### src/rtl/uart_rx.sv
// uart_rx: 8N1 UART receiver (8E1 when UART_RX_PARITY_EN is defined), 2-flop input sync, mid-bit sampling.
// Latency: byte/valid appear one clock after the mid-stop-bit sample (~2 clks sync + 9.5 bit times after line fall).
// Backpressure: none; the consumer must capture uart_rx_data on the uart_rx_valid pulse, a newer byte overwrites it.
module uart_rx #(
   parameter int CLKS_PER_BIT = 87
) (
   input  logic       clk,
   input  logic       rst_n,
   input  logic       uart_rxd,
   output logic [7:0] uart_rx_data,
   output logic       uart_rx_valid,
   output logic       uart_rx_frame_err,
   output logic       uart_rx_parity_err,
   output logic       uart_rx_busy
);

   // Start-bit sample sits half a bit after the detected falling edge.
   localparam int         HALF_BIT = CLKS_PER_BIT / 2;
   localparam logic [7:0] HALF_TGT = 8'(HALF_BIT - 1);
   localparam logic [7:0] BIT_TGT  = 8'(CLKS_PER_BIT - 1);

`ifdef UART_RX_PARITY_EN
   typedef enum logic [2:0] {
      IDLE      = 3'd0,
      START     = 3'd1,
      DATA      = 3'd2,
      PARITY    = 3'd3,
      STOP      = 3'd4,
      WAIT_HIGH = 3'd5
   } state_t;
`else
   typedef enum logic [2:0] {
      IDLE      = 3'd0,
      START     = 3'd1,
      DATA      = 3'd2,
      STOP      = 3'd4,
      WAIT_HIGH = 3'd5
   } state_t;
`endif

   state_t     state;
   state_t     state_nxt;
   logic       rx_meta;
   logic       rxs;
   logic [7:0] cnt;
   logic [7:0] cnt_nxt;
   logic [7:0] tgt;
   logic       tick;
   logic [2:0] bit_idx;
   logic [2:0] bit_idx_nxt;
   logic [7:0] shreg;
   logic [7:0] shreg_nxt;
   logic [7:0] data_nxt;
   logic       valid_nxt;
   logic       ferr_nxt;
`ifdef UART_RX_PARITY_EN
   logic       par_q;
   logic       par_nxt;
   logic       perr_q;
   logic       perr_nxt;
`endif

   // Two-flop synchronizer for the asynchronous line; idles high so reset cannot fake a start edge.
   always_ff @(posedge clk) begin
      if (!rst_n) begin
         rx_meta <= 1'b1;
         rxs     <= 1'b1;
      end else begin
         rx_meta <= uart_rxd;
         rxs     <= rx_meta;
      end
   end

   // Bit-timer target: half a bit for the start bit, a full bit everywhere else.
   always_comb begin
      tgt = BIT_TGT;
      if (state == START) begin
         tgt = HALF_TGT;
      end
   end

   assign tick = (state != IDLE) && (cnt == tgt);

   // Next-state, bit timer, shift register and pulse generation.
   always_comb begin
      state_nxt   = state;
      cnt_nxt     = (state == IDLE) ? 8'd0 : cnt + 8'd1;
      bit_idx_nxt = bit_idx;
      shreg_nxt   = shreg;
      data_nxt    = uart_rx_data;
      valid_nxt   = 1'b0;
      ferr_nxt    = 1'b0;
`ifdef UART_RX_PARITY_EN
      par_nxt     = par_q;
      perr_nxt    = 1'b0;
`endif
      if (tick) begin
         cnt_nxt = 8'd0;
      end

      case (state)
         IDLE: begin
            if (!rxs) begin
               state_nxt = START;
            end
         end
         START: begin
            if (tick) begin
               // A line that is high again at mid start bit was only a glitch.
               if (rxs) begin
                  state_nxt = IDLE;
               end else begin
                  state_nxt   = DATA;
                  bit_idx_nxt = 3'd0;
               end
            end
         end
         DATA: begin
            if (tick) begin
               shreg_nxt[bit_idx] = rxs;
               bit_idx_nxt        = bit_idx + 3'd1;
               if (bit_idx == 3'd7) begin
`ifdef UART_RX_PARITY_EN
                  state_nxt = PARITY;
`else
                  state_nxt = STOP;
`endif
               end
            end
         end
`ifdef UART_RX_PARITY_EN
         PARITY: begin
            if (tick) begin
               par_nxt   = rxs;
               state_nxt = STOP;
            end
         end
`endif
         STOP: begin
            if (tick) begin
               if (rxs) begin
                  data_nxt  = shreg;
                  valid_nxt = 1'b1;
`ifdef UART_RX_PARITY_EN
                  // Even parity: data bits plus parity bit must XOR to zero.
                  perr_nxt  = (^shreg) ^ par_q;
`endif
                  state_nxt = IDLE;
               end else begin
                  // Frame error suppresses both the byte and any parity report.
                  ferr_nxt  = 1'b1;
                  state_nxt = WAIT_HIGH;
               end
            end
         end
         WAIT_HIGH: begin
            // Hold off new frames until a break / stuck-low line releases.
            if (rxs) begin
               state_nxt = IDLE;
            end
         end
         default: begin
            state_nxt = IDLE;
         end
      endcase

      // Every state entry restarts the bit timer.
      if (state_nxt != state) begin
         cnt_nxt = 8'd0;
      end
   end

   // State, datapath and registered output pulses.
   always_ff @(posedge clk) begin
      if (!rst_n) begin
         state             <= IDLE;
         cnt               <= 8'd0;
         bit_idx           <= 3'd0;
         shreg             <= 8'h00;
         uart_rx_data      <= 8'h00;
         uart_rx_valid     <= 1'b0;
         uart_rx_frame_err <= 1'b0;
`ifdef UART_RX_PARITY_EN
         par_q             <= 1'b0;
         perr_q            <= 1'b0;
`endif
      end else begin
         state             <= state_nxt;
         cnt               <= cnt_nxt;
         bit_idx           <= bit_idx_nxt;
         shreg             <= shreg_nxt;
         uart_rx_data      <= data_nxt;
         uart_rx_valid     <= valid_nxt;
         uart_rx_frame_err <= ferr_nxt;
`ifdef UART_RX_PARITY_EN
         par_q             <= par_nxt;
         perr_q            <= perr_nxt;
`endif
      end
   end

`ifdef UART_RX_PARITY_EN
   assign uart_rx_parity_err = perr_q;
`else
   assign uart_rx_parity_err = 1'b0;
`endif

   // Busy covers every non-idle state, including the stuck-low wait.
   assign uart_rx_busy = (state != IDLE);

endmodule

### config.mk
export PLATFORM = sky130hd
export DESIGN_NAME = uart_rx
export DESIGN_NICKNAME = d
export VERILOG_FILES = /design/src/rtl/uart_rx.sv
export SDC_FILE = /design/constraint.sdc
export NUM_CORES = 1
export LEC_CHECK = 0
export BUFFER_PORTS_ARGS = -buffer_cell sky130_fd_sc_hd__buf_2
export CAP_MARGIN = 20
export CORE_ASPECT_RATIO = 1.75
export CORE_UTILIZATION = 58
export DETAILED_ROUTE_END_ITERATION = 8
export GPL_TIMING_DRIVEN = 0
export PLACE_DENSITY = 0.78
export SKIP_LAST_GASP = 1
export SLEW_MARGIN = 15
export SYNTH_ARGS = -nofsm -noshare
export SYNTH_HDL_FRONTEND = slang
export SYNTH_SLANG_ARGS = --single-unit
### constraint.sdc
create_clock -name clk -period 2.1 [get_ports clk]
set_input_delay 0.21 -clock clk [delete_from_list [all_inputs] [get_ports clk]]
set_output_delay 0.21 -clock clk [all_outputs]
set_load 0.01 [all_outputs]
* Word level (Yosys, flattened, before mapping) *
Cells that the tools add are included.
W data, S select, Z words.

storage, ports and cells
  output and inout bits = 12
  register bits after elaboration = 34
  logic and storage cells = 53
  input port bits = 3

operators by class
  $add $sub $neg = 2
  magnitude comparators = 2
  bitwise operators = 1
  equal/unequal tests = 10
  reduce and logical (&&, ||, !) cells = 10
  mux-type cells = 19

operators by type and width
  operator               number
  $mux W3                10
  $pmux W3 S5            1
  $eq A3 B3 Y1 const B   3
  $add A8 B1 Y8 const B  1
  $bwmux W8              1
  $eq A8 B8 Y1           1
  $mux W7                1
  $ne A2 B2 Y1 const B   3
  $pmux W3 S2            1
  $reduce_and A3 Y1      2
  $lt A3 B4 Y1 const B   1
  $reduce_and A4 Y1      1
  $reduce_or A4 Y1       1
  $add A3 B1 Y3 const B  1
  $demux W1 S3           1
  $eq A3 B1 Y1 const B   1
  $eq A3 B2 Y1 const B   1
  $ge A3 B1 Y1 const B   1
  $logic_not A3 Y1       1
  $mux W1                3
  $ne A3 B3 Y1           1
  $reduce_bool A3 Y1     1
  $logic_and A1 B1 Y1    2
  $mux W2                1
  3 further kinds        3

* Depth between registers and ports, before layout *
Gate-level depths: netlist of run 1.

  depth after elaboration = 8
  depth in mapped cells = 7
  depth with buffers taken out = 6

* Least setup slack after synthesis of run 1 *
No wires, ideal clock.

  path type = reg2reg
  start = register cnt[0]
  end = register bit_idx[1]
  data required time = 1983 ps
  setup time = 117 ps
  buffers on the path = 0
  slack = 482 ps
  cell stages (with the launch flop) = 7
  arrival = 1501 ps
  clock period less this slack = 1618 ps
  path through = dfxtp_1 -> inv_1 -> ha_1 -> nand2b_1 -> or4_1 -> o21a_1 -> a32o_2

between the ends
  longest elaborated chain between the ends = 4
  elaborated cells between the ends (all ways) = 5
  classes of those cells = eq/ne (3); reduce/logical (2)

RTL lines
  item                             line  source
  from (decl)                      45    logic [7:0] cnt;
  from (signal assigned)           189   cnt <= cnt_nxt;
  $eq A8 B8 Y1 (*)                 82    assign tick = (state != IDLE) && (cnt == tgt);
  $logic_and A1 B1 Y1 (*)          82
  $ne A2 B2 Y1 (no line)           --
  $reduce_and A4 Y1 (no line) (*)  --
  to (signal assigned)             190   bit_idx <= bit_idx_nxt;
  to (decl)                        49    logic [2:0] bit_idx;

Mark *: on every way between the ends. The rest lies on a longest branch, timed or not.
A chain may end at the register's enable or synchronous reset.

* Final worst setup path of run 1 *
  start = register cnt[0]
  end = register uart_rx_data[4]

between the ends
  longest elaborated chain between the ends = 3

RTL lines
  item                         line  source
  $eq A8 B8 Y1                 82
  $logic_and A1 B1 Y1          82
  $reduce_and A3 Y1 (no line)  --
  to (signal assigned)         192   uart_rx_data <= data_nxt;
  to (decl)                    10    output logic [7:0] uart_rx_data,

Every way passes these cells.

==> results by group, run 1 <==
Worst setup path
  – Crit path cell chain: inv_1, ha_1, nand2b_1, nor3_2, buf_2, nand3_1, o221ai_1
  – WP data arrival: slightly below 2000 ps
  – Buf/Inv on CP: 2
  – Worst R2R Path Depth: 7
  – Critical path peak fanout: 10
  – Top delay family on crit path: simple AND/OR/NAND/NOR gates
  – Setup Crit Path Kind: reg -> reg
  – WP data required: ~2300 ps
  – Crit path capture type: flip-flop
  – Worst path slowest cell: nor3_2
  – Critical path launch point type: flip-flop
  – Worst path max stage delay: 430 ps
  – Worst path depth: 7

Min path
  – Worst Hold Class: in -> reg
  – Hold Path Cell Cnt: 2

Route
  – Routed WL: around 3.8 mm
  – DR vias: 1454
  – TritonRoute pass-1 iters: 4
  – Antenna viol nets, final: 0
  – Initial drt markers: 47
  – Remaining DRCs: 0
  – Routed len/inst: about 16 um
  – Via density: around 6.3

Logic synthesis
  – Syn_nets: 191
  – Ys async rst share: 0%
  – Synth area leaders: dfxtp_1 40%, nand2_1 4.6%, mux2i_1 4.1%
  – Synth unique cells: 54
  – Most frequent cells after synthesis: 34 x dfxtp_1, 21 x nand2_1, 13 x nand3_1
  – Yosys Warn Count: 0
  – Top_reg_cell synth: dfxtp_1
  – Cell taking the most area after synthesis: dfxtp_1
  – Cell count after synthesis: between 150 and 200
  – Yosys reg bits: 34
  – Count leader, synth: dfxtp_1
  – Part of the Yosys area used for sequential elements: roughly two fifths
  – Synth top area share: between 40% and 50%
  – Syn avg cell area: just over 9 sq um
  – Post-synth EDFFs: 0
  – Post-Syn Area: roughly 1700 sq um

Clock tree
  – Post-CTS Setup Inserts: 0
  – Clk root buf: clkbuf_8
  – Clock-pin slew on the worst setup and hold paths: roughly 60 ps
  – Inserted Clock Buffers: 5
  – CTS tree: yes
  – CTS H-Tree Depth: 2
  – Clock Latency Late Sink: 290 ps
  – Clk buf depth: 2
  – Clk sinks: 34
  – Post-CTS resize count: 0
  – Hold-fix buffers, CTS: 0

Finish
  – Nets: 210
  – Layout cells sized above 1: approximately a fifth
  – Area delta synth->final: 10.9%
  – Final core occ: about two thirds
  – Number of antenna diodes: 0

Global routing
  – Number of global-route vias before repair: around 1500
  – First-pass GRT wire length: ~6.8 mm
  – Initial antenna violation count: 0
  – GRT Residual Overflow: 0
  – Global Route Usage Sum: between 20 and 30%
  – Largest net degree at the start of global routing: 11

Floorplan
  – Area of the core: approximately 2800 sq um
  – Die H: approximately 74 um
  – Starting Density: 61.6%
  – Boundary Pins: 15
  – Die width: between 40 and 50 um
  – Die area: 3150 sq um
  – Row count: 25

Power and ir drop
  – Lkg Pwr: 0.751 nW
  – Clk pwr share: between 40% and 50%
  – Switching share of power: 21.7%
  – Reported net switching power: around 0.00026 W
  – Combinational fraction of design power: under 10%
  – Sequential power share: a little under three fifths
  – Internal power: 0.000925 W
  – Pwr/cell area: 628 nW/um^2
  – VDD IR-drop max: between 0.0005 and 0.0006 V
  – Final Power: 0.00118 W

Placement
  – Final weighted congestion in routability-driven placement: around 0.97
  – Post-DP HPWL: between 2 and 3 mm
  – DP Worst Slack: between 300 and 400 ps
  – I/O Buffers: 12

Timing
  – Slew Viols, Final: 0
  – Clock Skews: 5.90 ps
  – Fin Setup TNS: 0 ps
  – Minimum clock period: approximately 1800 ps
  – Setup violation total in the final timing report: 0
  – Final Cycle Share: 84.0%
  – Final worst setup slack: 335 ps
  – RSZ-0062 raised after global routing: false
  – Worst Tran Pin Value: 650 ps
  – Final Hold Vio Count: 0
  – Fmax: around 0.57 GHz
  – Max-slew headroom: approximately 56%

Flow run
  – Max Cap Viol: 0

Status
  – Status: complete, no violations
==> cell usage in the layout, fill, tap and decap left out, types with 2 or more instances in the layout <==
master | synthesis | layout
xnor2_1 | 3 | 3
nor4b_2 | 2 | 2
and2_1 | 4 | 4
inv_1 | 4 | 4
nand2b_1 | 4 | 4
a32o_2 | 2 | 2
nand2_1 | 21 | 21
mux2i_1 | 7 | 7
nand3_1 | 13 | 13
or3_1 | 8 | 8
nor4bb_1 | 2 | 2
nand4_1 | 2 | 2
a31oi_1 | 2 | 2
o311ai_0 | 2 | 2
clkbuf_1 | 5 | 6
o221ai_1 | 8 | 8
ha_1 | 4 | 4
buf_2 | 5 | 17
dfxtp_1 | 34 | 34
nor4_1 | 2 | 2
clkbuf_2 | 2 | 2
clkbuf_8 | 0 | 6
xor2_1 | 3 | 3
nor2_1 | 11 | 11
o211a_1 | 2 | 2
nand4b_1 | 2 | 2
o211ai_1 | 2 | 2
==> worst paths after layout <==
check	start	to	slack, ps
setup / recovery	cnt[0]$_SDFF_PP0_	uart_rx_data[4]$_SDFFE_PN0P_	340
hold / removal	uart_rxd	rx_meta$_SDFF_PN1_	100
setup reg to reg	cnt[0]$_SDFF_PP0_	uart_rx_data[4]$_SDFFE_PN0P_	340
hold reg to reg	rx_meta$_SDFF_PN1_	rxs$_SDFF_PN1_	410
==> kinds of logic after synthesis <==
kind of cell,count (synthesis),share of synthesized area (%)
simple gates,86,30.2
flops,34,40.1
compound gates,27,13.9
buf+inv,19,5.39
mux,7,4.13
xor+xnor,6,3.10
fa+ha+maj,4,2.95
other cells,1,0.221
==> cell type report <==
cell class / instances / area (sq um)
plain buffers: 15 / 76.3
flip-flops and latches: 34 / 681
inverters: 4 / 15.0
multi-input cells: 131 / 923
well taps: 27 / 33.8
clock buffers: 7 / 86.3
fillers: 239 / 872
clock inverters: 1 / 5.00
repair buffers: 12 / 60.1
==> per-stage QoR <==
step                      instances  hold slack [ps]  area [sq um]
after floorplan                 184              311          1700
after global placement          223              391          1790
after detailed placement        223              401          1790
after CTS                       231              103          1880
after global routing            231              125          1880
final                           231              101          1880
==> routing by layer <==
layer	track usage, %	up-vias	part of all wire (%)
met2	51.9	30	57
met3	6.14	6	2.9
met1	30.3	706	38
met5	0	-	0
li1	-	712	-
met4	14.9	0	1.8
==> power by group through the flow <==
stage / clock [W] / combinational [W] / sequential, W
5_1_grt: 0.000520 / 0.0000433 / 0.000652
3_5_place_dp: 0 / 0.0000386 / 0.000667
6_report: 0.000489 / 0.0000394 / 0.000652
4_1_cts: 0.000500 / 0.0000387 / 0.000652
2_1_floorplan: 0 / 0.0000280 / 0.000666
3_3_place_gp: 0 / 0.0000367 / 0.000666
==> state kept, by name, indices dropped and copies added, names as in the netlist <==
name and cells:
bit_idx 3, uart_rx_frame_err 1, cnt 8, rx_meta 1, rxs 1, uart_rx_valid 1
uart_rx_data 8, shreg 8, state 3
No activity file was read; power rests on OpenSTA's default activity.
==> run 2, diff against run 1 <==
Settings changed: CORE_UTILIZATION 58 to 52, PLACE_DENSITY 0.78 to 0.74.
Clock period 2.1 ns to 1.6 ns, I/O delays scaled along.
==> run 2 against run 1 <==
Effect of this change: highest routed layer unchanged; non-clock buffer count increased by 9; global-route usage is 3.2 points lower; largest power group unchanged; sequential power up 31%; clock power is 21% higher; via count is 4.1% higher.
==> results by group, run 2 (synthesis results as in run 1) <==
Status
  – Status: complete, no violations

Power and ir drop
  – Final Power: 0.00150 W
  – Pwr/cell area: about 730 nW/um^2
  – VDD IR-drop max: approximately 0.00073 V
  – Lkg Pwr: a little over 0.8 nW

Worst setup path
  – Setup crit start: rxs$_SDFF_PN1_
  – Buf/Inv on CP: 1
  – Worst path slowest cell: or4_1
  – Setup Crit Path Kind: reg -> reg
  – Crit path capture type: flip-flop
  – Critical path launch point type: flip-flop
  – Reg2Reg Setup Slack: slightly above 7 ps
  – Worst reg2reg path startpoint: rxs$_SDFF_PN1_
  – Critical path peak fanout: 8
  – WP data arrival: about 1800 ps
  – WP data required: ~1800 ps
  – Worst R2R Path Depth: 4
  – Top delay family on crit path: simple AND/OR/NAND/NOR gates
  – Worst path max stage delay: around 540 ps
  – Crit path cell chain: clkbuf_2, or4_1, o21a_1, a32o_2
  – Worst path depth: 4

Global routing
  – Largest net degree at the start of global routing: 11
  – First-pass GRT wire length: between 6 and 7 mm
  – GRT Residual Overflow: 0
  – Global Route Usage Sum: between 20% and 30%
  – Initial antenna violation count: 0
  – Number of global-route vias before repair: approximately 1400

Finish
  – Most frequent cells in the layout: 26 x dfxtp_1, 21 x nand2_1, 16 x buf_2, 12 x nand3_1
  – Area delta synth->final: 22.2%
  – Commonest non-fill, non-tap cell in the layout: dfxtp_1
  – Multi-input logic area: around 1000 sq um
  – Layout cells sized above 1: between 30% and 40%
  – Nets: about 220
  – Fillers: 264
  – Fin area: 2070 sq um
  – Number of antenna diodes: 0
  – Biggest regs: cnt (8), shreg (8), uart_rx_data (8)
  – Final core occ: 65.9%
  – Register area: between 600 and 700 sq um

Clock tree
  – Clk root buf: clkbuf_8
  – Clock Latency Late Sink: between 200 and 300 ps
  – Clk sinks: 34
  – CTS H-Tree Depth: 2
  – CTS tree: yes
  – Clock-pin slew on the worst setup and hold paths: roughly 70 ps
  – Inserted Clock Buffers: 5
  – Clk buf depth: 2
  – Hold-fix buffers, CTS: 0

Timing
  – Minimum clock period: between 1500 and 2000 ps
  – Final Hold Vio Count: 0
  – Max-slew headroom: about 65%
  – Fmax: 0.628 GHz
  – Setup violation total in the final timing report: 0
  – Clock Skews: between 8 and 9 ps
  – Worst Tran Pin Value: roughly 530 ps
  – Fin Setup TNS: 0 ps
  – Final Cycle Share: 99.6%
  – RSZ-0062 raised after global routing: true
  – Hold slack final: between 40 and 50 ps
  – Slew Viols, Final: 0

Route
  – DR vias: approximately 1500
  – Remaining DRCs: 0
  – Routed WL: roughly 4.1 mm
  – Initial drt markers: 76
  – Via density: between 5 and 6
  – Antenna viol nets, final: 0
  – Routed len/inst: roughly 16 um
  – TritonRoute pass-1 iters: 4

Floorplan
  – Die width: 45.2 um
  – Boundary Pins: 15
  – Row count: 27
  – Die H: slightly below 80 um
  – Starting Density: about 54%
  – Die area: 3500 sq um
  – Area of the core: roughly 3100 sq um

Min path
  – Worst Hold Class: in -> reg
  – Worst hold path startpoint: uart_rxd
  – Hold Path Cell Cnt: 2

Flow run
  – Max Cap Viol: 0

Placement
  – Placed cell areas: 1830 sq um
  – I/O Buffers: 12
  – Final weighted congestion in routability-driven placement: around 0.92
  – Post-DP HPWL: 2.90 mm
==> run 2: area by class of cell <==
cell class | instances | share of cell area [%]
Multi-Input combinational cell | 131 | 49.3
Sequential cell | 34 | 33.3
Timing Repair Buffer | 22 | 6.52
Buffer | 14 | 3.74
Clock buffer | 5 | 3.32
Tap cell | 43 | 2.60
Inverter | 4 | 0.725
Clock inverter | 2 | 0.483
==> run 2: report_power, final <==
group	internal (W)	leakage [nW]	total [W]	switching (W)
clock network	0.000291	0.0438	0.000590	0.000298
logic	0.0000201	0.484	0.0000583	0.0000382
registers	0.000851	0.278	0.000857	0.00000560
total	0.00116	0.806	0.00150	0.000342
==> run 2: metal layers <==
layer  routed length, um  up-vias  GRT usage, %
li1                    -      731             -
met1                1450      718          25.5
met2                2390       50          46.2
met3                 172       14          6.28
met4                 120        0          11.8
met5                   0        -             0
==> run 2: metrics by stage <==
step                setup slack, ps  std cells
finish                         7.12        255
floorplan                      10.5        184
CTS                           -29.5        251
global placement              -96.7        239
detailed placement             -153        239
global route                  -67.3        255
==> run 2: what timing repair did <==
action                                  in CTS  in global routing
buffers inserted                             5                  5
pin swaps                                    1                  7
gates resized for setup                     12                 16
endpoints found under the setup margin      19                 32
==> run 2: worst reg2reg max path, stage by stage (launching register included) <==
cell	delay [ps]
dfxtp_1	300
clkbuf_2	170
or4_1	540
o21a_1	210
a32o_2	260
==> run 2: worst paths after layout <==
kind / to
max reg2reg: bit_idx[2]$_SDFFE_PN0P_
max: bit_idx[2]$_SDFFE_PN0P_
min: rx_meta$_SDFF_PN1_
min reg2reg: rxs$_SDFF_PN1_
